[src/rtl/pwm_deadtime.sv]
// Dead-time generator: turns the single-ended pwm waveform into a complementary
// high-side/low-side pair with programmable dead time and a synchronised fault kill.
module pwm_deadtime #(
   parameter int unsigned DT_W        = 8,
   parameter int unsigned SYNC_STAGES = 2
) (
   input  logic            mclk,
   input  logic            h_reset,
   input  logic            pwm_wfm_i,
   input  logic            cfg_dt_enb,
   input  logic [DT_W-1:0] cfg_dt_rise,
   input  logic [DT_W-1:0] cfg_dt_fall,
   input  logic            cfg_hs_inv,
   input  logic            cfg_ls_inv,
   input  logic            cfg_fault_enb,
   input  logic            cfg_fault_clr,
   input  logic            fault_in,
   output logic            pwm_hs_o,
   output logic            pwm_ls_o,
   output logic            dt_active,
   output logic            fault_sts
);

   typedef enum logic [2:0] {
      IDLE  = 3'd0,
      LS_ON = 3'd1,
      DT_R  = 3'd2,
      HS_ON = 3'd3,
      DT_F  = 3'd4,
      FAULT = 3'd5
   } state_e;

   state_e                 state_q, state_d;
   state_e                 rise_tgt, fall_tgt;
   logic [DT_W-1:0]        cnt_q, cnt_d;
   logic [SYNC_STAGES-1:0] sync_q, sync_d;
   logic                   hs_raw_q, hs_raw_d;
   logic                   ls_raw_q, ls_raw_d;
   logic                   dt_active_q, dt_active_d;
   logic                   fault_sts_q, fault_sts_d;
   logic                   fault_s;

   assign fault_s = sync_q[SYNC_STAGES-1];

   always_comb begin
      // NOTE: every _d gets a default first so no path through the if/case infers a latch.
      state_d     = state_q;
      cnt_d       = cnt_q;
      fault_sts_d = fault_sts_q;
      sync_d      = {sync_q[SYNC_STAGES-2:0], fault_in};

      // A zero dead time skips the dead state entirely.
      rise_tgt = (cfg_dt_rise == '0) ? HS_ON : DT_R;
      fall_tgt = (cfg_dt_fall == '0) ? LS_ON : DT_F;

      if (fault_s && cfg_fault_enb) begin
         state_d     = FAULT;
         cnt_d       = '0;
         fault_sts_d = 1'b1;
      end else if (state_q == FAULT) begin
         if (cfg_fault_clr && !fault_s) begin
            state_d     = IDLE;
            fault_sts_d = 1'b0;
         end
      end else if (!cfg_dt_enb) begin
         state_d = IDLE;
         cnt_d   = '0;
      end else begin
         unique case (state_q)
            IDLE: begin
               if (pwm_wfm_i) begin
                  state_d = rise_tgt;
                  cnt_d   = cfg_dt_rise;
               end else begin
                  state_d = fall_tgt;
                  cnt_d   = cfg_dt_fall;
               end
            end
            LS_ON: begin
               if (pwm_wfm_i) begin
                  state_d = rise_tgt;
                  cnt_d   = cfg_dt_rise;
               end
            end
            HS_ON: begin
               if (!pwm_wfm_i) begin
                  state_d = fall_tgt;
                  cnt_d   = cfg_dt_fall;
               end
            end
            // A waveform reversal inside a dead window swallows the short pulse.
            DT_R: begin
               if (!pwm_wfm_i) begin
                  state_d = LS_ON;
                  cnt_d   = '0;
               end else if (cnt_q <= DT_W'(1)) begin
                  state_d = HS_ON;
                  cnt_d   = '0;
               end else begin
                  cnt_d = cnt_q - DT_W'(1);
               end
            end
            DT_F: begin
               if (pwm_wfm_i) begin
                  state_d = HS_ON;
                  cnt_d   = '0;
               end else if (cnt_q <= DT_W'(1)) begin
                  state_d = LS_ON;
                  cnt_d   = '0;
               end else begin
                  cnt_d = cnt_q - DT_W'(1);
               end
            end
            default: begin
               state_d = IDLE;
               cnt_d   = '0;
            end
         endcase
      end

      // Drive flops load from next state so outputs change on the deciding edge.
      hs_raw_d    = (state_d == HS_ON);
      ls_raw_d    = (state_d == LS_ON);
      dt_active_d = (state_d == DT_R) || (state_d == DT_F);
   end

   always_ff @(posedge mclk or posedge h_reset) begin
      if (h_reset) begin
         state_q     <= IDLE;
         cnt_q       <= '0;
         sync_q      <= '0;
         hs_raw_q    <= 1'b0;
         ls_raw_q    <= 1'b0;
         dt_active_q <= 1'b0;
         fault_sts_q <= 1'b0;
      end else begin
         // NOTE: non-blocking so every flop samples the pre-edge value of the others.
         state_q     <= state_d;
         cnt_q       <= cnt_d;
         sync_q      <= sync_d;
         hs_raw_q    <= hs_raw_d;
         ls_raw_q    <= ls_raw_d;
         dt_active_q <= dt_active_d;
         fault_sts_q <= fault_sts_d;
      end
   end

   assign pwm_hs_o  = hs_raw_q ^ cfg_hs_inv;
   assign pwm_ls_o  = ls_raw_q ^ cfg_ls_inv;
   assign dt_active = dt_active_q;
   assign fault_sts = fault_sts_q;

endmodule

[config.mk]
export PLATFORM = sky130hd
export DESIGN_NAME = pwm_deadtime
export DESIGN_NICKNAME = d
export VERILOG_FILES = /design/src/rtl/pwm_deadtime.sv
export SDC_FILE = /design/constraint.sdc
export NUM_CORES = 1
export LEC_CHECK = 0
export BUFFER_PORTS_ARGS = -buffer_cell sky130_fd_sc_hd__buf_2
export CORE_ASPECT_RATIO = 0.9
export CORE_UTILIZATION = 47
export CTS_BUF_LIST = sky130_fd_sc_hd__clkbuf_2 sky130_fd_sc_hd__clkbuf_4 sky130_fd_sc_hd__clkbuf_8
export DETAILED_ROUTE_END_ITERATION = 8
export PLACE_DENSITY = 0.8
export SYNTH_ARGS = -nofsm -noshare
export SYNTH_HDL_FRONTEND = slang
export SYNTH_SLANG_ARGS = --single-unit
[constraint.sdc]
create_clock -name mclk -period 2.24 [get_ports mclk]
set_input_delay 0.448 -clock mclk [delete_from_list [all_inputs] [get_ports mclk]]
set_output_delay 0.448 -clock mclk [all_outputs]
set_load 0.005 [all_outputs]
==> results of run 1 <==
-- routing by layer --
metal  routed length (um)  track usage  vias up  part of all wire
li1                     -            -      660                 -
met1                 1580        0.362      667              0.46
met2                 1570        0.410       75              0.45
met3                  234       0.0222        9             0.068
met4                   81       0.0873        0             0.023
met5                    0            0        -                 0
-- final timing paths --
check                             to  slack (ns)  depth (start not counted)
max                         cnt_q[6]        0.25                          5
min                         cnt_q[0]        0.22                          2
max reg2reg                 cnt_q[6]        0.25                          5
min reg2reg                sync_q[1]        0.35                          0
max in group asynchronous   cnt_q[4]        1.61                          2
min in group mclk          sync_q[0]        0.25                          1
-- flip-flops by register name, indices dropped and copies added (netlist names) --
register	count
dt_active	1
state_q	3
fault_sts	1
sync_q	2
hs_raw_q	1
ls_raw_q	1
cnt_q	8
-- power groups by stage --
stage / Sequential [mW] / Clock [mW] / Combinational [mW]
after floorplan: 0.416 / 0 / 0.575
after global placement: 0.421 / 0 / 0.732
after detailed placement: 0.429 / 0 / 0.758
after CTS: 0.423 / 0.182 / 0.766
after global routing: 0.434 / 0.194 / 0.864
final: 0.426 / 0.181 / 0.781
-- through the flow --
stage | power (mW) | util
2_1_floorplan | 0.991 | -
3_3_place_gp | 1.15 | 0.587
3_5_place_dp | 1.19 | 0.587
4_1_cts | 1.37 | 0.598
5_1_grt | 1.49 | 0.598
6_report | 1.39 | 0.598
-- logic make-up after synthesis --
kind of cell               synth area share
and+or+nand+nor                       0.234
buffers and inverters                0.0638
AOI/OAI and AO/OA                     0.265
muxes                                0.0601
xor gates and xnor gates             0.0394
adders and majority gates            0.0188
DFF                                   0.319
-- layout by cell type (no fill, tap or decap), drive strengths merged, types with 2 or more instances in the layout --
master   n
buf     32
nor2    19
dfrtp   17
o22ai   13
inv     12
a21oi   11
a22oi    9
mux2i    8
nand2    7
o21ai    7
nand3    4
xor2     4
clkbuf   4
nor3     4
nand2b   3
nor4     3
nand4    3
or4      3
xnor2    2
or2      2
nor2b    2
o211ai   2
ha       2
-- layout make-up --
| class | count | area [sq um] |
|---|---|---|
| Sequential cell | 17 | 425 |
| Inverter | 12 | 45.0 |
| Multi-Input combinational cell | 123 | 822 |
| Fill cell | 227 | 1030 |
| Clock buffer | 4 | 30.0 |
| Tap cell | 38 | 47.5 |
| Timing Repair Buffer | 32 | 170 |
==> results.md, run 1 <==
* Status: complete, no violations
* Crit path required time at roughly 2.4 ns
* Num CTS Buffers at 3
* Syn Std Cell Area at 1330 sq um
* 1st-iter DRT viols at just under 80
* Yosys warns at 0
* Final WS setup at between 0.2 and 0.3 ns
* Fmax achieved at around 0.50 GHz
* Detailed-route via count at approximately 1400
* Avg Inst Size Synth at ~8.3 sq um
* Die Y at roughly 53 um
* Bufs and invs on worst path at 0
* P_leak at 0.668 nW
* Power share of the clock group at 0.130
* N_diodes at 0
* Final Wtd Congestion at between 0.8 and 0.9
* DRT antenna net count at 0
* Port buffer count at 28
* Setup TNS Final at 0 ns
* Dpl hpwl at approximately 2.6 mm
* WL per Instance at between 15 and 20 um
* Critical path startpoint category: flop
* Number of gates resized after CTS at 0
* Final Cell Area at 1540 sq um
* Cell taking the most area after synthesis: dfrtp_1
* CTS max path bufs at 2
* Number of synthesized flops with an enable pin at 0
* Yosys cell types at between 40 and 50
* Clk root buf: clkbuf_4
* Switch share at 0.448
* Family with the most delay on the worst path: compound AO/OA/AOI/OAI gates
* Async SR Flop Fraction at 1.00
* Max Transition Viols Final at 0
* Power Internal at about 0.77 mW
* CTS tree: yes
* Grt ovf at 0
* Worst Tran Pin Value at roughly 0.64 ns
* Post-CTS Setup Bufs at 0
* Total net switching power at about 0.62 mW
* Antenna violations before repair at 0
* Tmin final at between 1.5 and 2 ns
* # rows at 17
* Placed cell area at roughly 1500 sq um
* Placed Cells at around 220
* P&R area growth vs syn at 15.6%
* Seq pwr share at 0.307
* Mapped Cells at 160
* Initial core utilization at 0.518
* Top post-synthesis cells by count: 18 x nor2_1, 17 x dfrtp_1, 13 x o22ai_1, 12 x inv_1, 11 x a21oi_1
* Clk sinks at 17
* Max-cap violations at 0
* Layout cell share with drive strength beyond 1 at 0.239
* Critical Path Max Stage Delay at roughly 0.58 ns
* First-pass GRT wire length at just under 6 mm
* Fin cells at ~230
* Worst hold margin at 0.218 ns
* Core Area at between 2000 and 3000 sq um
* Die X at 58.1 um
* Crit path capture type: flop
* Synth top area share at 0.319
* Worst Hold Class: primary input to async pin
* Hold Buf Count CTS at 0
* DRT Pass-1 Iters at 4
* Period utilization at 0.888
* Most common cell in the netlist: nor2_1
* Vias in the first global route at 1252
* Main synth FF type: dfrtp_1
* Clk slew on worst S/H paths at 0.10 ns
* Largest net degree at the start of global routing at 22
* Unrepaired setup endpoints after global routing: no
* DIE AREA at about 3000 sq um
* Final Hold Viols at 0
* Number of remaining DRC errors at 0
* Crit path max fanout at 8
* Flops & latches, synth at 17
* Layout net count at 216
* Final WL at roughly 3.5 mm
* Critical Path AT at around 2.2 ns
* Ranking of synthesized cells by area: dfrtp_1 32%, o22ai_1 6.1%, mux2i_1 6.0%
* Vias per cell at roughly 6.2
* Worst slew margin relative to its limit at 0.570
* Pwr per Cell Area at approximately 900 nW/um^2
* Clock Latency Late Sink at 0.30 ns
* Crit path from: cnt_q[7]
* Pre-CTS setup slack at between 0.2 and 0.3 ns
* Final Skew at 0.000852 ns
* Slowest CP cell: or4_4
* H-tree depth at 1
* Crit-path cells: or4_4 > o32ai_4 > nor2_2 > a21oi_1 > o22ai_1
* Synth Net Count at 187
* GR Util All Layers at 0.256
* Number of I/O pins at 29
* Reg-to-reg critical path startpoint: cnt_q[7]
* VDD IR max at ~0.35 mV
* Combinational cell fraction of total power at 0.563
* Kind of critical path: flop to flop
* Final-report setup violation count at 0
* Seq/Total Area, Yosys at 0.319
Power figures use the tool's default switching activity.
==> run 2: changes to the inputs <==
--- a/config.mk
+++ b/config.mk
@@ -5,6 +5,7 @@
 export SDC_FILE = /design/constraint.sdc
 export NUM_CORES = 1
 export LEC_CHECK = 0
+export ABC_AREA = 1
 export BUFFER_PORTS_ARGS = -buffer_cell sky130_fd_sc_hd__buf_2
 export CORE_ASPECT_RATIO = 0.9
 export CORE_UTILIZATION = 47
==> run 2 against run 1 <==
  * Worst setup slack better by 0.33 ns
  * Power fell by 18%
  * Worst hold slack better by 0.0026 ns
  * Sequential cell count is the same
  * Global-route usage decreased by 4.7 points
  * Register-to-register slack improved by 0.33 ns
  * Fmax increased by 20%
  * Wire length shrank 23%
  * Sequential power down 4.7%
  * Largest power group unchanged
==> results.md, run 2 <==
* Status: complete, no violations
* Most common cell in the netlist: nand2_1
* Final Wtd Congestion at 0.857 (-3.6%)
* Final-report setup violation count at 0 (unchanged)
* Vias in the first global route at 1136 (-9.3%)
* Vias per cell at 4.94 (-21%)
* N_diodes at 0 (unchanged)
* Clk root buf: clkbuf_4
* Post-CTS Setup Bufs at 0 (unchanged)
* VDD IR max at 0.509 mV (+44%)
* Kind of critical path: flop to flop
* CTS tree: yes
* Port buffer count at 28 (unchanged)
* Async SR Flop Fraction at 1.00 (unchanged)
* First-pass GRT wire length at 4.64 mm (-22%)
* Cell taking the most area after synthesis: dfrtp_1
* Finished Core Util at 0.578 (-0.0203)
* Tot Pwr at 1.14 mW (-18%)
* Setup TNS Final at 0 ns (unchanged)
* Switch share at 0.450 (+0.00122)
* Clk slew on worst S/H paths at 0.10 ns (about the same)
* Main synth FF type: dfrtp_1
* Crit-path cells: inv_1 > ha_1 > nor2_1 > nor2_1 > nand2_2 > nand3_1 > nand2_2 > o21ai_1 > nand3_1 > nand2_1 > o21ai_2
* Period utilization at 0.739 (-0.149)
* Fin cells at 249 (+10%)
* Most common cell after layout, fill and taps aside: nand2_1
* Biggest regs: cnt_q x8, state_q x3, sync_q x2
* Slowest CP cell: dfrtp_1
* Worst hold margin at 0.221 ns (+0.00260 ns)
* Number of I/O pins at 29 (unchanged)
* Total net switching power at 0.512 mW (-18%)
* Layout cell share with drive strength beyond 1 at 0.276 (+0.0367)
* Fmax achieved at 0.604 GHz (+20%)
* Max Transition Viols Final at 0 (unchanged)
* # rows at 17 (unchanged)
* Number of remaining DRC errors at 0 (unchanged)
* Largest net degree at the start of global routing at 18 (-18%)
* Crit path required time at 2.44 ns (+0.03 ns)
* Top post-synthesis cells by count: 73 x nand2_1, 20 x nor2_1, 17 x dfrtp_1, 14 x inv_1, 12 x nand3_1
* Critical Path Max Stage Delay at 0.37 ns (-0.21 ns)
* Power Internal at 0.626 mW (-18%)
* Most flops, register: cnt_q
* Worst slew margin relative to its limit at 0.568 (-0.00250)
* Tmin final at 1.66 ns (-0.333 ns)
* WL per Instance at 10.7 um (-30%)
* Layout net count at 249 (+15%)
* Crit path from: cnt_q[1]
* Crit path capture type: flop
* Seq pwr share at 0.356 (+0.049)
* Final WL at 2.67 mm (-23%)
* Worst Hold Class: primary input to async pin
* Mapped Cells at 190 (+19%)
* Most frequent cells in the layout: 73 x nand2_1, 28 x buf_2, 20 x nor2_1
* Seq/Total Area, Yosys at 0.342 (+0.0225)
* Number of gates resized after CTS at 0 (unchanged)
* Critical Path AT at 1.85 ns (-0.31 ns)
* Die X at 56.3 um (-3.2%)
* Core Area at 2490 sq um (-3.3%)
* Clk sinks at 17 (unchanged)
* Ranking of synthesized cells by area: dfrtp_1 34%, nand2_1 22%, nor2_1 6.0%
* GR Util All Layers at 0.208 (-0.0475)
* Final Hold Viols at 0 (unchanged)
* Power share of the clock group at 0.151 (+0.021)
* Clock Latency Late Sink at 0.29 ns (about the same)
* H-tree depth at 1 (unchanged)
* DRT Pass-1 Iters at 5 (+1)
* Flops & latches, synth at 17 (unchanged)
* Yosys cell types at 21 (-52%)
* Syn Std Cell Area at 1240 sq um (-6.6%)
* Crit path max fanout at 7 (-1)
* Yosys warns at 0 (unchanged)
* Max FFs per register at 8 (unchanged)
* Grt ovf at 0 (unchanged)
* Reg-to-reg critical path startpoint: cnt_q[1]
* P_leak at 0.797 nW (+19%)
* Placed cell area at 1410 sq um (-6.7%)
* Critical path startpoint category: flop
* Hold Buf Count CTS at 0 (unchanged)
* Initial core utilization at 0.500 (-0.0175)
* P&R area growth vs syn at 15.6% (about the same)
* Pre-CTS setup slack at 0.608 ns (+0.324 ns)
* DIE AREA at 2860 sq um (-6.3%)
* Die Y at 50.8 um (-3.2%)
* Antenna violations before repair at 0 (unchanged)
* Pwr per Cell Area at 791 nW/um^2 (-12%)
* Synth Net Count at 217 (+16%)
* Unrepaired setup endpoints after global routing: no
* Worst Tran Pin Value at 0.647 ns (+0.00374 ns)
* Synth top area share at 0.342 (+0.0225)
* Num CTS Buffers at 3 (unchanged)
* Placed Cells at 245 (+10%)
* 1st-iter DRT viols at 33 (-57%)
* Detailed-route via count at 1229 (-13%)
* Final Cell Area at 1440 sq um (-6.6%)
* Max-cap violations at 0 (unchanged)
* DRT antenna net count at 0 (unchanged)
* Avg Inst Size Synth at 6.55 sq um (-21%)
* Combinational cell fraction of total power at 0.493 (-0.070)
* Final WS setup at 0.585 ns (+0.333 ns)
* Dpl hpwl at 2.12 mm (-18%)
* Number of synthesized flops with an enable pin at 0 (unchanged)
* CTS max path bufs at 2 (unchanged)
* Final Skew at 0.000840 ns (-0.0000114 ns)
## run 2: changes by cell type in the layout (fill, tap and decap cells not counted), sizes merged, moves of 4 or more
cell	change
nand2	+71
inv	+13
o22ai	-13
nand3	+11
a22oi	-9
mux2i	-8
a21oi	-7
nor2	+5
o21ai	+5
buf	-4
## run 2: cell families after synthesis
family                   count (synthesis)  synth area share
AND/OR/NAND/NOR                        121             0.430
XOR/XNOR                                 6            0.0422
AO/OA/AOI/OAI                           17            0.0784
adder cells (fa/ha/maj)                  2            0.0201
buffers and inverters                   27            0.0874
flip-flops                              17             0.342
## run 2: final timing paths
kind	end	slack (ns)	cells after the start
worst min-delay path	cnt_q[5]	0.22	2
max in group asynchronous	cnt_q[6]	1.61	2
min in group mclk	sync_q[0]	0.25	1
worst min register to register	sync_q[1]	0.37	0
worst max-delay path	cnt_q[3]	0.58	11
worst max register to register	cnt_q[3]	0.58	11
## run 2: layer usage
| metal | GRT usage | share of wire |
|---|---|---|
| met5 | 0 | 0 |
| met4 | 0.0610 | 0.013 |
| met3 | 0.0506 | 0.050 |
| met2 | 0.357 | 0.44 |
| met1 | 0.262 | 0.49 |
## run 2: power groups by stage
stage                     logic, mW  clock network, mW  registers, mW
after global routing          0.636              0.189          0.413
final                         0.561              0.172          0.406
after global placement        0.554                  0          0.410
after CTS                     0.561              0.175          0.405
after floorplan               0.454                  0          0.392
after detailed placement      0.557                  0          0.410
## run 2: area by class of cell
cell class              instances  area, sq um
fillers                       250         1050
multi-input cells             146          711
flip-flops and latches         17          425
repair buffers                 28          140
inverters                      26         97.6
well taps                      28         35.0
clock buffers                   3         22.5
clock inverters                 1         7.51
## run 2: worst max-delay path: cells and delay by family, from the launching register on
kind            cells  cell delay (ns)
compound gates      2             0.15
simple gates        7             0.68
fa+ha+maj           1             0.22
flops               1             0.37
buf+inv             1             0.12
==> run 3: changes to the inputs <==
--- a/config.mk
+++ b/config.mk
@@ -11,7 +11,7 @@
 export CORE_UTILIZATION = 47
 export CTS_BUF_LIST = sky130_fd_sc_hd__clkbuf_2 sky130_fd_sc_hd__clkbuf_4 sky130_fd_sc_hd__clkbuf_8
 export DETAILED_ROUTE_END_ITERATION = 8
-export PLACE_DENSITY = 0.8
+export PLACE_DENSITY = 0.83
 export SYNTH_ARGS = -nofsm -noshare
 export SYNTH_HDL_FRONTEND = slang
 export SYNTH_SLANG_ARGS = --single-unit
==> constraint.sdc (replaced) <==
create_clock -name mclk -period 1.5 [get_ports mclk]
set_input_delay 0.3 -clock mclk [delete_from_list [all_inputs] [get_ports mclk]]
set_output_delay 0.3 -clock mclk [all_outputs]
set_load 0.005 [all_outputs]
==> run 3 against run 2 <==
  * Final area grew 8.9%
  * The flow now finishes with violations (setup timing)
  * Sequential cell count is the same
  * Power grew 65%
==> results.md, run 3 (synthesis results as in run 2) <==
* N_diodes at 0 (unchanged)
* P&R area growth vs syn at 25.8%
* Grt ovf at 0 (unchanged)
* Clock Latency Late Sink at 0.30 ns (about the same)
* First-pass GRT wire length at 5.16 mm (+11%)
* Die Y at 50.8 um (unchanged)
* Most flops, register: cnt_q
* Failing checks: setup timing
* Critical Path AT at 1.75 ns (-0.10 ns)
* Fmax achieved at 0.649 GHz (+7.5%)
* WL per Instance at 11.5 um (+7.5%)
* Combinational cell fraction of total power at 0.534 (+0.041)
* Initial core utilization at 0.500 (unchanged)
* Max Transition Viols Final at 0 (unchanged)
* Slowest CP cell: dfrtp_1
* Finished Core Util at 0.629 (+0.0513)
* DIE AREA at 2860 sq um (unchanged)
* Critical Path Max Stage Delay at 0.39 ns (+0.02 ns)
* GR Util All Layers at 0.237 (+0.0289)
* Max-cap violations at 0 (unchanged)
* Crit path capture type: flop
* Final Wtd Congestion at 0.875 (+2.0%)
* Final WS setup at -0.0400 ns (-0.625 ns)
* Worst Tran Pin Value at 0.289 ns (-0.359 ns)
* DRT Pass-1 Iters at 4 (-1)
* DRT antenna net count at 0 (unchanged)
* Antenna violations before repair at 0 (unchanged)
* Power Internal at 1.05 mW (+67%)
* Setup TNS Final at -0.105 ns (-0.105 ns)
* Crit path from: cnt_q[1]
* Critical path startpoint category: flop
* Seq pwr share at 0.325 (-0.031)
* Power share of the clock group at 0.141 (-0.010)
* Dpl hpwl at 2.23 mm (+4.8%)
* Most common cell after layout, fill and taps aside: nand2_1
* Final Hold Viols at 0 (unchanged)
* Die X at 56.3 um (unchanged)
* Num CTS Buffers at 3 (unchanged)
* Layout net count at 259 (+4.0%)
* Crit path required time at 1.71 ns (-0.73 ns)
* Number of I/O pins at 29 (unchanged)
* Clk root buf: clkbuf_4
* Most frequent cells in the layout: 72 x nand2_1, 28 x buf_2, 19 x nor2_1
* Vias per cell at 4.90 (-0.73%)
* Worst Hold Launch: fault_in
* Largest net degree at the start of global routing at 18 (unchanged)
* Detailed-route via count at 1269 (+3.3%)
* Worst Hold Class: primary input to flop
* Core Area at 2490 sq um (unchanged)
* Layout cell share with drive strength beyond 1 at 0.346 (+0.0703)
* Kind of critical path: flop to flop
* Max FFs per register at 8 (unchanged)
* VDD IR max at 0.950 mV (+87%)
* Status: finished with violations
* Unrepaired setup endpoints after global routing: yes
* Final WL at 2.98 mm (+12%)
* 1st-iter DRT viols at 51 (+55%)
* Crit path max fanout at 5 (-2)
* Reg-to-reg critical path startpoint: cnt_q[1]
* Worst slew margin relative to its limit at 0.806 (+0.238)
* CTS tree: yes
* Tmin final at 1.54 ns (-0.115 ns)
* H-tree depth at 1 (unchanged)
* CTS max path bufs at 2 (unchanged)
* Clk sinks at 17 (unchanged)
* Total net switching power at 0.837 mW (+64%)
* Port buffer count at 28 (unchanged)
* Vias in the first global route at 1221 (+7.5%)
* Switch share at 0.445 (-0.00503)
* Final-report setup violation count at 5 (+5)
* P_leak at 0.841 nW (+5.5%)
* # rows at 17 (unchanged)
* Pwr per Cell Area at 1200 nW/um^2 (+52%)
* Number of remaining DRC errors at 0 (unchanged)
* Final Skew at 0.00321 ns (+0.00237 ns)
* Period utilization at 1.03 (+0.288)
* Crit-path cells: inv_2 > ha_2 > nor2_2 > nor2_1 > nand2_2 > nand3_4 > o21ai_1 > nand2_1 > nand3_2 > inv_2 > nor2_2
* Biggest regs: cnt_q x8, state_q x3, sync_q x2
* Clk slew on worst S/H paths at 0.11 ns (about the same)
[run 3: cell types whose count changed in the layout (fill, tap and decap cells not counted), sizes merged]
cell	previous run	this run
buf	28	37
dlygate4sd3	0	1
[run 3: path summary, 6_finish.rpt]
check,cells after the start,slack [ns],to
min,1,0.09,sync_q[0]
min reg2reg,0,0.36,sync_q[1]
max reg2reg,11,-0.04,dt_active
max in group asynchronous,4,0.75,state_q[0]
max,11,-0.04,dt_active
min in group asynchronous,4,0.53,cnt_q[5]
[run 3: routing by layer]
metal	share of wire	global-route usage	up-vias
met5	0	0	-
met4	0.0050	0.0610	0
met3	0.052	0.0557	2
met2	0.51	0.440	37
met1	0.43	0.276	561
li1	-	-	669
[run 3: worst max-delay path: cells and delay by family, from the launching register on]
family,cells,cell delay (ns)
buffers and inverters,2,0.16
AOI/OAI and AO/OA,1,0.08
DFF,1,0.39
adders and majority gates,1,0.18
and+or+nand+nor,7,0.64
[run 3: layout make-up]
| type | instances | area, sq um |
|---|---|---|
| inverters | 26 | 100 |
| flip-flops and latches | 17 | 428 |
| clock buffers | 3 | 22.5 |
| repair buffers | 38 | 218 |
| fillers | 230 | 922 |
| multi-input cells | 146 | 756 |
| well taps | 28 | 35.0 |
| clock inverters | 1 | 7.51 |
[run 3: stage by stage]
| step | setup slack, ns | total power, mW | cell area, sq um | instances | hold slack (ns) |
|---|---|---|---|---|---|
| 3_5_place_dp | -0.0739 | 1.53 | 1470 | 253 | 0.325 |
| 5_1_grt | -0.171 | 2.04 | 1570 | 259 | 0.0761 |
| 4_1_cts | -0.0165 | 1.85 | 1540 | 258 | 0.0860 |
| 2_1_floorplan | 0.0367 | 1.26 | 1240 | 190 | 0.226 |
| 3_3_place_gp | -0.0148 | 1.51 | 1470 | 253 | 0.322 |
| 6_report | -0.0400 | 1.88 | 1570 | 259 | 0.0946 |
[run 3: repair_timing]
item,4_1_cts,5_1_grt
hold endpoints to repair,17,0
pin swaps,4,2
gates cloned,0,0
hold buffers,1,0
buffers inserted,0,1
resized for setup,8,6
setup endpoints to repair,11,12
[run 3: power groups by stage]
stage               Clock (mW)  Sequential [mW]  Combinational (mW)
global placement             0            0.615               0.894
CTS                      0.273            0.610               0.967
detailed placement           0            0.616               0.914
finish                   0.265            0.611                1.01
global route             0.288            0.619                1.13
floorplan                    0            0.585               0.679
